<file path="src/rtl/regfile_mp_if.sv">
// Register-file bus: read ports, write port, PC controls and sweep status.
interface regfile_mp_if #(
  parameter int DAT_WIDTH = 64,
  parameter int REG_COUNT = 32,
  parameter int RD_PORTS  = 2
);
  localparam int ID_W = $clog2(REG_COUNT);

  logic [RD_PORTS-1:0]           rd_en_i;
  logic [RD_PORTS*ID_W-1:0]      rd_id_i;
  logic [RD_PORTS*DAT_WIDTH-1:0] rd_dat_o;
  logic                          wr_en_i;
  logic [ID_W-1:0]               wr_id_i;
  logic [DAT_WIDTH-1:0]          wr_dat_i;
  logic                          pc_we_i;
  logic [DAT_WIDTH-1:0]          pc_dat_i;
  logic                          pc_inc_i;
  logic [DAT_WIDTH-1:0]          pc_o;
  logic                          busy_o;

  modport master (
    output rd_en_i, rd_id_i, wr_en_i, wr_id_i, wr_dat_i,
           pc_we_i, pc_dat_i, pc_inc_i,
    input  rd_dat_o, pc_o, busy_o
  );

  modport slave (
    input  rd_en_i, rd_id_i, wr_en_i, wr_id_i, wr_dat_i,
           pc_we_i, pc_dat_i, pc_inc_i,
    output rd_dat_o, pc_o, busy_o
  );
endinterface

</file>
<file path="src/rtl/regfile_mp.sv">
// Multi-read-port register file with dedicated PC, zero register and reset clear sweep.
// Define REGFILE_BYPASS_EN for write-first reads; default build is read-first.
module regfile_mp_rd_port #(
  parameter int DAT_WIDTH = 64
) (
  input  logic                 clk,
  input  logic                 rst,
  input  logic                 clr,
  input  logic                 en,
  input  logic [DAT_WIDTH-1:0] val,
  output logic [DAT_WIDTH-1:0] dat
);
  always_ff @(posedge clk) begin
    if (rst)     dat <= '0;
    else if (en) dat <= clr ? '0 : val;
  end
endmodule

module regfile_mp #(
  parameter int                   DAT_WIDTH = 64,
  parameter int                   REG_COUNT = 32,
  parameter int                   RD_PORTS  = 2,
  parameter int                   PC_INDEX  = REG_COUNT - 1,
  parameter logic [DAT_WIDTH-1:0] PC_RESET  = DAT_WIDTH'(64'h800000000000)
) (
  input logic         clk_i,
  input logic         rst_i,
  regfile_mp_if.slave bus
);
  localparam int                   ID_W    = $clog2(REG_COUNT);
  localparam logic [ID_W-1:0]      PC_ID   = ID_W'(PC_INDEX);
  localparam logic [ID_W-1:0]      LAST_ID = ID_W'(REG_COUNT - 1);
  localparam logic [DAT_WIDTH-1:0] PC_STEP = DAT_WIDTH'(DAT_WIDTH / 8);

  typedef enum logic {SWEEP, READY} state_t;

  state_t               state;
  logic [ID_W-1:0]      clr_idx;
  logic                 busy_q;
  logic [DAT_WIDTH-1:0] pc_q, pc_nxt;
  logic [DAT_WIDTH-1:0] mem [REG_COUNT];
  logic                 ready, wr_arr, wr_pc;
  logic [RD_PORTS-1:0][DAT_WIDTH-1:0] rd_dat;

  assign ready  = (state == READY);
  assign wr_pc  = bus.wr_en_i && (bus.wr_id_i == PC_ID);
  assign wr_arr = ready && bus.wr_en_i && (bus.wr_id_i != '0) && (bus.wr_id_i != PC_ID);

  always_comb begin
    pc_nxt = pc_q;
    if (bus.pc_we_i)       pc_nxt = bus.pc_dat_i;
    else if (wr_pc)        pc_nxt = bus.wr_dat_i;
    else if (bus.pc_inc_i) pc_nxt = pc_q + PC_STEP;
  end

  always_ff @(posedge clk_i) begin
    if (rst_i) begin
      state   <= SWEEP;
      clr_idx <= '0;
      busy_q  <= 1'b1;
      pc_q    <= PC_RESET;
    end else begin
      case (state)
        SWEEP: begin
          clr_idx <= clr_idx + 1'b1;
          if (clr_idx == LAST_ID) begin
            state  <= READY;
            busy_q <= 1'b0;
          end
        end
        READY: pc_q <= pc_nxt;
        default: state <= SWEEP;
      endcase
    end
  end

  // No reset on the array so it can map onto block RAM; the sweep clears it.
  always_ff @(posedge clk_i) begin
    if (!ready)      mem[clr_idx]     <= '0;
    else if (wr_arr) mem[bus.wr_id_i] <= bus.wr_dat_i;
  end

  for (genvar p = 0; p < RD_PORTS; p++) begin : g_rd
    logic [ID_W-1:0]      id;
    logic [DAT_WIDTH-1:0] val;

    assign id = bus.rd_id_i[p*ID_W +: ID_W];

    always_comb begin
      val = mem[id];
`ifdef REGFILE_BYPASS_EN
      if (wr_arr && (id == bus.wr_id_i)) val = bus.wr_dat_i;
      if (id == PC_ID)                   val = pc_nxt;
`else
      if (id == PC_ID)                   val = pc_q;
`endif
      if (id == '0)                      val = '0;
    end

    regfile_mp_rd_port #(.DAT_WIDTH(DAT_WIDTH)) u_port (
      .clk (clk_i),
      .rst (rst_i),
      .clr (!ready),
      .en  (bus.rd_en_i[p]),
      .val (val),
      .dat (rd_dat[p])
    );
  end

  assign bus.rd_dat_o = rd_dat;
  assign bus.pc_o     = pc_q;
  assign bus.busy_o   = busy_q;
endmodule

</file>
<file path="src/flat_wrapper.sv">
// flat-port wrapper written by rule: the top's interface ports become plain ports
module regfile_mp_flat 
#(
  parameter int                   DAT_WIDTH = 64,
  parameter int                   REG_COUNT = 32,
  parameter int                   RD_PORTS  = 2,
  parameter int                   PC_INDEX  = REG_COUNT - 1,
  parameter logic [DAT_WIDTH-1:0] PC_RESET  = DAT_WIDTH'(64'h800000000000)
)
  (clk_i, rst_i, bus_rd_en_i, bus_rd_id_i, bus_wr_en_i, bus_wr_id_i, bus_wr_dat_i, bus_pc_we_i, bus_pc_dat_i, bus_pc_inc_i, bus_rd_dat_o, bus_pc_o, bus_busy_o);
  regfile_mp_if #(.DAT_WIDTH(DAT_WIDTH), .REG_COUNT(REG_COUNT), .RD_PORTS(RD_PORTS)) bus_i ();
  input logic clk_i;
  input logic rst_i;
  input wire logic [$bits(bus_i.rd_en_i)-1:0] bus_rd_en_i;
  input wire logic [$bits(bus_i.rd_id_i)-1:0] bus_rd_id_i;
  input wire logic [$bits(bus_i.wr_en_i)-1:0] bus_wr_en_i;
  input wire logic [$bits(bus_i.wr_id_i)-1:0] bus_wr_id_i;
  input wire logic [$bits(bus_i.wr_dat_i)-1:0] bus_wr_dat_i;
  input wire logic [$bits(bus_i.pc_we_i)-1:0] bus_pc_we_i;
  input wire logic [$bits(bus_i.pc_dat_i)-1:0] bus_pc_dat_i;
  input wire logic [$bits(bus_i.pc_inc_i)-1:0] bus_pc_inc_i;
  output wire logic [$bits(bus_i.rd_dat_o)-1:0] bus_rd_dat_o;
  output wire logic [$bits(bus_i.pc_o)-1:0] bus_pc_o;
  output wire logic [$bits(bus_i.busy_o)-1:0] bus_busy_o;
  assign bus_i.rd_en_i = bus_rd_en_i;
  assign bus_i.rd_id_i = bus_rd_id_i;
  assign bus_i.wr_en_i = bus_wr_en_i;
  assign bus_i.wr_id_i = bus_wr_id_i;
  assign bus_i.wr_dat_i = bus_wr_dat_i;
  assign bus_i.pc_we_i = bus_pc_we_i;
  assign bus_i.pc_dat_i = bus_pc_dat_i;
  assign bus_i.pc_inc_i = bus_pc_inc_i;
  assign bus_rd_dat_o = bus_i.rd_dat_o;
  assign bus_pc_o = bus_i.pc_o;
  assign bus_busy_o = bus_i.busy_o;
  regfile_mp #(.DAT_WIDTH(DAT_WIDTH), .REG_COUNT(REG_COUNT), .RD_PORTS(RD_PORTS), .PC_INDEX(PC_INDEX), .PC_RESET(PC_RESET)) u_core (.clk_i(clk_i), .rst_i(rst_i), .bus(bus_i));
endmodule
</file>
<file path="config.mk">
export PLATFORM = sky130hd
export DESIGN_NAME = regfile_mp_flat
export DESIGN_NICKNAME = d
export VERILOG_FILES = /design/src/rtl/regfile_mp_if.sv /design/src/rtl/regfile_mp.sv /design/src/flat_wrapper.sv
export SDC_FILE = /design/constraint.sdc
export NUM_CORES = 2
export LEC_CHECK = 0
export CORE_MARGIN = 2
export CORE_UTILIZATION = 55
export CTS_CLUSTER_DIAMETER = 120
export CTS_CLUSTER_SIZE = 24
export DETAILED_ROUTE_END_ITERATION = 6
export HOLD_SLACK_MARGIN = 0.12
export PLACE_DENSITY = 0.76
export SLEW_MARGIN = 30
export SYNTH_ARGS = -nofsm -noshare
export SYNTH_HDL_FRONTEND = slang
export SYNTH_SLANG_ARGS = --single-unit
</file>
<file path="constraint.sdc">
create_clock -name clk_i -period 12.6 [get_ports clk_i]
set_input_delay 3.15 -clock clk_i [delete_from_list [all_inputs] [get_ports clk_i]]
set_output_delay 3.15 -clock clk_i [all_outputs]
set_load 0.02 [all_outputs]
</file>
# --- After elaboration in Yosys (flattened, before gate mapping) ---
# Memory sizes are Yosys's and may differ from the RTL's.
# Cells that the tools add are included.
# Widths: inputs -> output; s select.
totals:
  mem_bits_rw: 2048
  reg_bits: 199
  wordCells: 44
  n_memories: 1
memory_table:
  columns: ["memory", "words", "width", "rd", "rd_ports_with_merged_regs", "wr", "line_no", "source"]
  rows:
  - ["u_core.mem", 32, 64, 2, 0, 1, "regfile_mp.sv:41", "logic [DAT_WIDTH-1:0] mem [REG_COUNT];"]
classes:
  n_reduce_logical: 11
  n_eq_ne: 5
  bitwise_logic: 1
  muxes: 18
  addsub: 2
ops:
  columns: ["operator", "count"]
  rows:
  - ["$mux 64", 10]
  - ["$add 64x4->64 const B", 1]
  - ["$reduce_or 64->1", 1]
  - ["$eq 5x5->1 const B", 4]
  - ["$logic_not 5->1", 2]
  - ["$mux 1", 7]
  - ["$add 5x1->5 const B", 1]
  - ["$mux 5", 1]
  - ["$ne 5x5->1 const B", 1]
  - ["$reduce_bool 5->1", 1]
  - ["$logic_and 1x1->1", 4]
  - ["$reduce_and 2->1", 2]
  - ["$reduce_bool 3->1", 1]
  - ["$not 1->1", 1]

# --- Depth between registers and ports, before layout ---
logic_depth:
  ltp_word: 8
  depth_mapped: 12
  depth_no_buf: 7

# --- Cells and area by module ---
# A second synthesis with hierarchy kept.
unflattened:
  cells_unflattened: 6325
  hier_area_um2: 105981.6
by_module_without_submodules:
  columns: ["module", "cells_per_inst", "instances", "area_per_inst_um2"]
  rows:
  - ["regfile_mp", 5759, 1, 100734.1]
  - ["regfile_mp_rd_port", 283, 2, 2623.8]

# --- Worst setup path after synthesis ---
# No wires, ideal clock.
synth_timing:
  path_type: "input to register"
  startpoint: "input port bus_wr_id_i[4]"
  endpoint: "memory u_core.mem[17][0], enable pin"
  arrival_ns: 7.201
  path_stages: 8
  t_required_ns: 12.113
  setup_time_ns: 0.487
  path_slack_ns: 4.912
  n_path_buf: 3
  cell_sequence: "clkbuf_1 > and3_1 > nand3_1 > and4_1 > clkbuf_1 > buf_1 > a41oi_1 > nor2_1"
synth_between:
  elab_chain_len: 8
synth_lines:
  columns: ["element", "line_no", "source"]
  rows:
  - ["from (decl)", "flat_wrapper.sv:17", "input wire logic [$bits(bus_i.wr_id_i)-1:0] bus_wr_id_i;"]
  - ["$reduce_bool 5->1", "regfile_mp.sv:47", "assign wr_arr = ready && bus.wr_en_i && (bus.wr_id_i != '0) && (bus.wr_id_i != PC_ID);"]
  - ["$logic_and 1x1->1 (2 in series)", "regfile_mp.sv:47", null]
  - ["$mux 1", "regfile_mp.sv:80", "else if (wr_arr) mem[bus.wr_id_i] <= bus.wr_dat_i;"]
  - ["$mux 1", "regfile_mp.sv:79", "if (!ready) mem[clr_idx] <= '0;"]
  - ["$mux 1 (implied by the code)", "regfile_mp.sv:80", null]
  - ["$reduce_or 64->1 (no source line)", null, null]
  - ["$mux 5 (no source line) or $mux 1 (tied branches)", null, null]
  - ["to (decl)", "regfile_mp.sv:41", null]
# Several ways; a longest one is shown, not always the timed one.

# --- Worst setup path after layout ---
layout_timing:
  startpoint: "input port bus_wr_id_i[3]"
  endpoint: "memory u_core.mem[26][14], enable pin"
# Same word-level chain as after synthesis.

==> report_table.html <==
<table>
<tr><th>Metric</th><th>Value</th></tr>
<tr><th colspan="2">Outcome</th></tr>
<tr><td>Run status</td><td>complete, but fails checks</td></tr>
<tr><td>Violated checks</td><td>DRC</td></tr>
<tr><th colspan="2">Worst setup path</th></tr>
<tr><td>Critical path data required time</td><td>12.98 ns</td></tr>
<tr><td>Arrival time at the worst endpoint</td><td>7.54 ns</td></tr>
<tr><td>CP Launch Type</td><td>input port</td></tr>
<tr><td>Setup crit end kind</td><td>flip-flop</td></tr>
<tr><td>R2r startpoint</td><td>u_core.ready$_SDFF_PP0_</td></tr>
<tr><td>Max stage delay on crit path</td><td>0.91 ns</td></tr>
<tr><td>Worst setup path start</td><td>bus_wr_id_i[3]</td></tr>
<tr><td>Crit path max fanout</td><td>73</td></tr>
<tr><td>Chain of cells forming the critical path</td><td>clkdlybuf4s50_1 -&gt; and3_1 -&gt; nand3_1 -&gt; and4_4 -&gt; buf_6 -&gt; a41oi_1 -&gt; nor2_4 -&gt; buf_4</td></tr>
<tr><td>Category of the critical setup timing path</td><td>in -&gt; reg</td></tr>
<tr><td>Worst path slowest cell</td><td>nor2_4</td></tr>
<tr><th colspan="2">Synth</th></tr>
<tr><td>Async set or reset register ratio after synthesis</td><td>0</td></tr>
<tr><td>Part of the Yosys area used for sequential elements</td><td>0.630</td></tr>
<tr><td>Flops &amp; latches, synth</td><td>2247</td></tr>
<tr><td>Commonest cells in the netlist</td><td>edfxtp_1, mux4_2, mux2i_1</td></tr>
<tr><td>Number of warnings issued by yosys</td><td>0</td></tr>
<tr><td>Number of cells produced by synthesis</td><td>6183</td></tr>
<tr><td>Cells taking the most area after synthesis</td><td>edfxtp_1, mux4_2, mux2i_1, dfxtp_1, a21oi_1</td></tr>
<tr><td>Post-synth net total</td><td>6336</td></tr>
<tr><td>Post-synthesis instance area</td><td>104000 um2</td></tr>
<tr><td>Leading register cell type out of synthesis</td><td>edfxtp_1</td></tr>
<tr><td>Most used standard cell by instance count after synthesis</td><td>edfxtp_1</td></tr>
<tr><td>Synthesized area per cell</td><td>16.8 um2</td></tr>
<tr><td>Synth cell types</td><td>77</td></tr>
<tr><td>EDFF count, synth</td><td>2048</td></tr>
<tr><td>Proportion of netlist area held by the largest area contributor</td><td>0.592</td></tr>
<tr><td>Cell type with the largest total area after synthesis</td><td>edfxtp_1</td></tr>
<tr><th colspan="2">Pwr</th></tr>
<tr><td>Switching pwr</td><td>3.10 mW</td></tr>
<tr><td>Gate power share</td><td>0.087</td></tr>
<tr><td>Net switching share of the total power</td><td>0.233</td></tr>
<tr><td>Highest ir drop seen on vdd</td><td>124 uV</td></tr>
<tr><td>Clock Power Share</td><td>0.301</td></tr>
<tr><td>Share of power burned in registers</td><td>0.612</td></tr>
<tr><td>Internal Dissipation</td><td>10.2 mW</td></tr>
<tr><td>Power density over the cells</td><td>117 nW/um2</td></tr>
<tr><td>Overall power</td><td>13.3 mW</td></tr>
<tr><td>Leakage power</td><td>33.1 nW</td></tr>
<tr><th colspan="2">Place</th></tr>
<tr><td>Total placed instance area</td><td>110000 um2</td></tr>
<tr><td>Placed Instances</td><td>8675</td></tr>
<tr><td>Port buffer count</td><td>342</td></tr>
<tr><td>Placed wire-length estimate</td><td>220000 um</td></tr>
<tr><td>RD Place Congestion</td><td>0.949</td></tr>
<tr><th colspan="2">Timing</th></tr>
<tr><td>Setup tns final</td><td>0 ns</td></tr>
<tr><td>Minimum clock period after layout</td><td>7.15 ns</td></tr>
<tr><td>Max-slew violation count</td><td>0</td></tr>
<tr><td>Max-slew headroom at the worst pin</td><td>0.238</td></tr>
<tr><td>Maximum clock skew at final layout</td><td>0.0486 ns</td></tr>
<tr><td>Final Hold Vio Count</td><td>0</td></tr>
<tr><td>Final setup fails</td><td>0</td></tr>
<tr><td>Transition at the pin with the smallest max-transition slack</td><td>1.14 ns</td></tr>
<tr><td>Fraction of the cycle the final worst path needs</td><td>0.568</td></tr>
<tr><td>Fmax</td><td>140 MHz</td></tr>
<tr><td>Unrepaired setup endpoints after global routing</td><td>false</td></tr>
<tr><th colspan="2">Floorplan</th></tr>
<tr><td>Area of the core</td><td>188000 um2</td></tr>
<tr><td>Die footprint</td><td>192000 um2</td></tr>
<tr><td>Die W</td><td>439 um</td></tr>
<tr><td>Count of boundary I/O pins</td><td>343</td></tr>
<tr><td>Die boundary height</td><td>439 um</td></tr>
<tr><td>Number of rows created at floorplan</td><td>159</td></tr>
<tr><td>Initial Utilization</td><td>0.553</td></tr>
<tr><th colspan="2">Global routing</th></tr>
<tr><td>Met1 capacity usage during global routing</td><td>0.464</td></tr>
<tr><td>Total congestion overflow after global routing</td><td>0</td></tr>
<tr><td>Number of global-route vias before repair</td><td>67000</td></tr>
<tr><td>Most Used Layer, Global Route</td><td>met2</td></tr>
<tr><td>Wire length of the first global-routing pass</td><td>503000 um</td></tr>
<tr><td>Global router's overall resource usage</td><td>0.372</td></tr>
<tr><td>Global Route met2 Usage</td><td>0.560</td></tr>
<tr><td>Fraction of met3 tracks used by global routing</td><td>0.0855</td></tr>
<tr><td>Maximum number of pins on one net before global-route repair</td><td>115</td></tr>
<tr><td>Initial antenna violation count</td><td>22</td></tr>
<tr><th colspan="2">Cells and area</th></tr>
<tr><td>Filler cells</td><td>13500</td></tr>
<tr><td>Post-layout net count</td><td>6443</td></tr>
<tr><td>Final Cell Area</td><td>113000 um2</td></tr>
<tr><td>Area occupied by multi-input gates</td><td>36500 um2</td></tr>
<tr><td>Finished Layout Cells</td><td>8898</td></tr>
<tr><td>Area used by sequential logic in the layout</td><td>65500 um2</td></tr>
<tr><td>Layout Utilization</td><td>0.604</td></tr>
<tr><td>Layout overhead on the synthesized area</td><td>9.23%</td></tr>
<tr><td>Fraction of final layout cells sized beyond drive strength 1</td><td>0.202</td></tr>
<tr><th colspan="2">Min path</th></tr>
<tr><td>Kind of path behind the tightest hold check</td><td>reg -&gt; reg</td></tr>
<tr><td>Start point of the worst min-delay path</td><td>u_core.bus.busy_o$_SDFFE_PP1P_</td></tr>
<tr><th colspan="2">Route</th></tr>
<tr><td>Antenna Violating Nets Remaining</td><td>0</td></tr>
<tr><td>Mean routed wirelength per cell</td><td>40.5 um</td></tr>
<tr><td>Routed via count</td><td>68700</td></tr>
<tr><td>Drt drc</td><td>6</td></tr>
<tr><td>TritonRoute pass-1 iters</td><td>7</td></tr>
<tr><td>Sum of routed wire length over all layers</td><td>361000 um</td></tr>
<tr><td>First-iteration detailed-routing DRC count</td><td>11700</td></tr>
<tr><td>Vias per std cell</td><td>7.72</td></tr>
<tr><th colspan="2">CTS</th></tr>
<tr><td>Clock tree from TritonCTS</td><td>built</td></tr>
<tr><td>CTS root buf</td><td>clkbuf_16</td></tr>
<tr><td>Count of clock tree sinks</td><td>2247</td></tr>
<tr><td>Number of cells upsized or downsized after cts</td><td>0</td></tr>
<tr><td>Number of buffers inserted for hold repair after clock tree synthesis</td><td>0</td></tr>
<tr><td>Clock H-tree levels</td><td>3</td></tr>
<tr><td>Insertion delay to the later sink of the worst-skew pair</td><td>0.80 ns</td></tr>
<tr><td>Reg clk slew, reported paths</td><td>0.10 ns</td></tr>
<tr><td>TritonCTS Buffers</td><td>105</td></tr>
<tr><td>Worst-case clock buffer depth</td><td>3</td></tr>
<tr><td>Number of post-CTS setup repair buffers</td><td>0</td></tr>
<tr><th colspan="2">Run</th></tr>
<tr><td>Maximum capacitance violations</td><td>0</td></tr>
</table>
[cells by family (layout without fill, tap and decap cells)]
group                    after synthesis  in the layout  synth area share
adder cells (fa/ha/maj)                3              3          0.000361
AO/OA/AOI/OAI                       1288           1288            0.0825
flip-flops                          2247           2247             0.630
XOR/XNOR                              15             15           0.00126
buffers and inverters                545            742            0.0227
other                                  0             23                 0
AND/OR/NAND/NOR                      814            814            0.0401
multiplexers                        1271           1271             0.223
[power groups by stage]
stage	Sequential (mW)	Clock [mW]	Combinational (mW)
after floorplan	8.29	0	0.693
after CTS	8.13	3.98	1.12
after global placement	8.29	0	1.10
after global routing	8.14	4.23	1.17
after detailed placement	8.30	0	1.11
final	8.13	4.01	1.15
[registers in the layout (all words and copies together), names as in the netlist]
| name | cells |
|---|---|
| u_core.bus.pc_o | 64 |
| u_core.clr_idx | 5 |
| u_core.g_rd.u_port.dat | 128 |
| u_core.mem | 2048 |
| u_core.bus.busy_o | 1 |
| u_core.ready | 1 |
[layout by cell type (no fill, tap or decap), types with 133 or more instances in the layout]
| cell type | instances |
|---|---|
| o22ai_1 | 160 |
| nand2_1 | 207 |
| a22oi_1 | 167 |
| edfxtp_1 | 2048 |
| buf_4 | 166 |
| mux4_2 | 832 |
| mux2i_1 | 439 |
| o21ai_0 | 146 |
| a21oi_1 | 328 |
| dfxtp_1 | 199 |
| a211oi_1 | 180 |
| clkdlybuf4s50_1 | 327 |
| nor2b_1 | 133 |
[critical path, delay by kind of cell]
family | cells | cell delay (ns)
compound gates | 1 | 0.54
simple gates | 4 | 1.62
buf+inv | 3 | 2.09
[final cells by class]
class,instances,area share
multi-input cells,3391,0.322
flip-flops and latches,2247,0.577
repair buffers,529,0.0448
clock buffers,191,0.0268
well taps,2495,0.0275
inverters,16,0.000529
diodes,23,0.000507
clock inverters,6,0.000717
[per-stage QoR]
step           setup WS [ns]  hold WS, ns
2_1_floorplan           4.91        0.548
3_3_place_gp            4.54        0.437
3_5_place_dp            4.48        0.469
4_1_cts                 5.28        0.492
5_1_grt                 5.40        0.511
6_report                5.45        0.490
[final timing paths]
check                                                       to  slack (ns)  cells past startpoint
worst min register to register  u_core.bus.busy_o$_SDFFE_PP1P_        0.49                      1
worst max-delay path              u_core.mem[26][14]$_DFFE_PP_        5.45                      8
worst min-delay path            u_core.bus.busy_o$_SDFFE_PP1P_        0.49                      1
worst max register to register    u_core.mem[26][14]$_DFFE_PP_        7.88                      6
[layer usage]
| metal | part of all wire | vias up |
|---|---|---|
| met5 | 0.00052 | - |
| met4 | 0.099 | 24 |
| met3 | 0.13 | 1374 |
| met2 | 0.45 | 6185 |
| met1 | 0.32 | 35100 |
| li1 | - | 26000 |
Power figures use the tool's default switching activity.
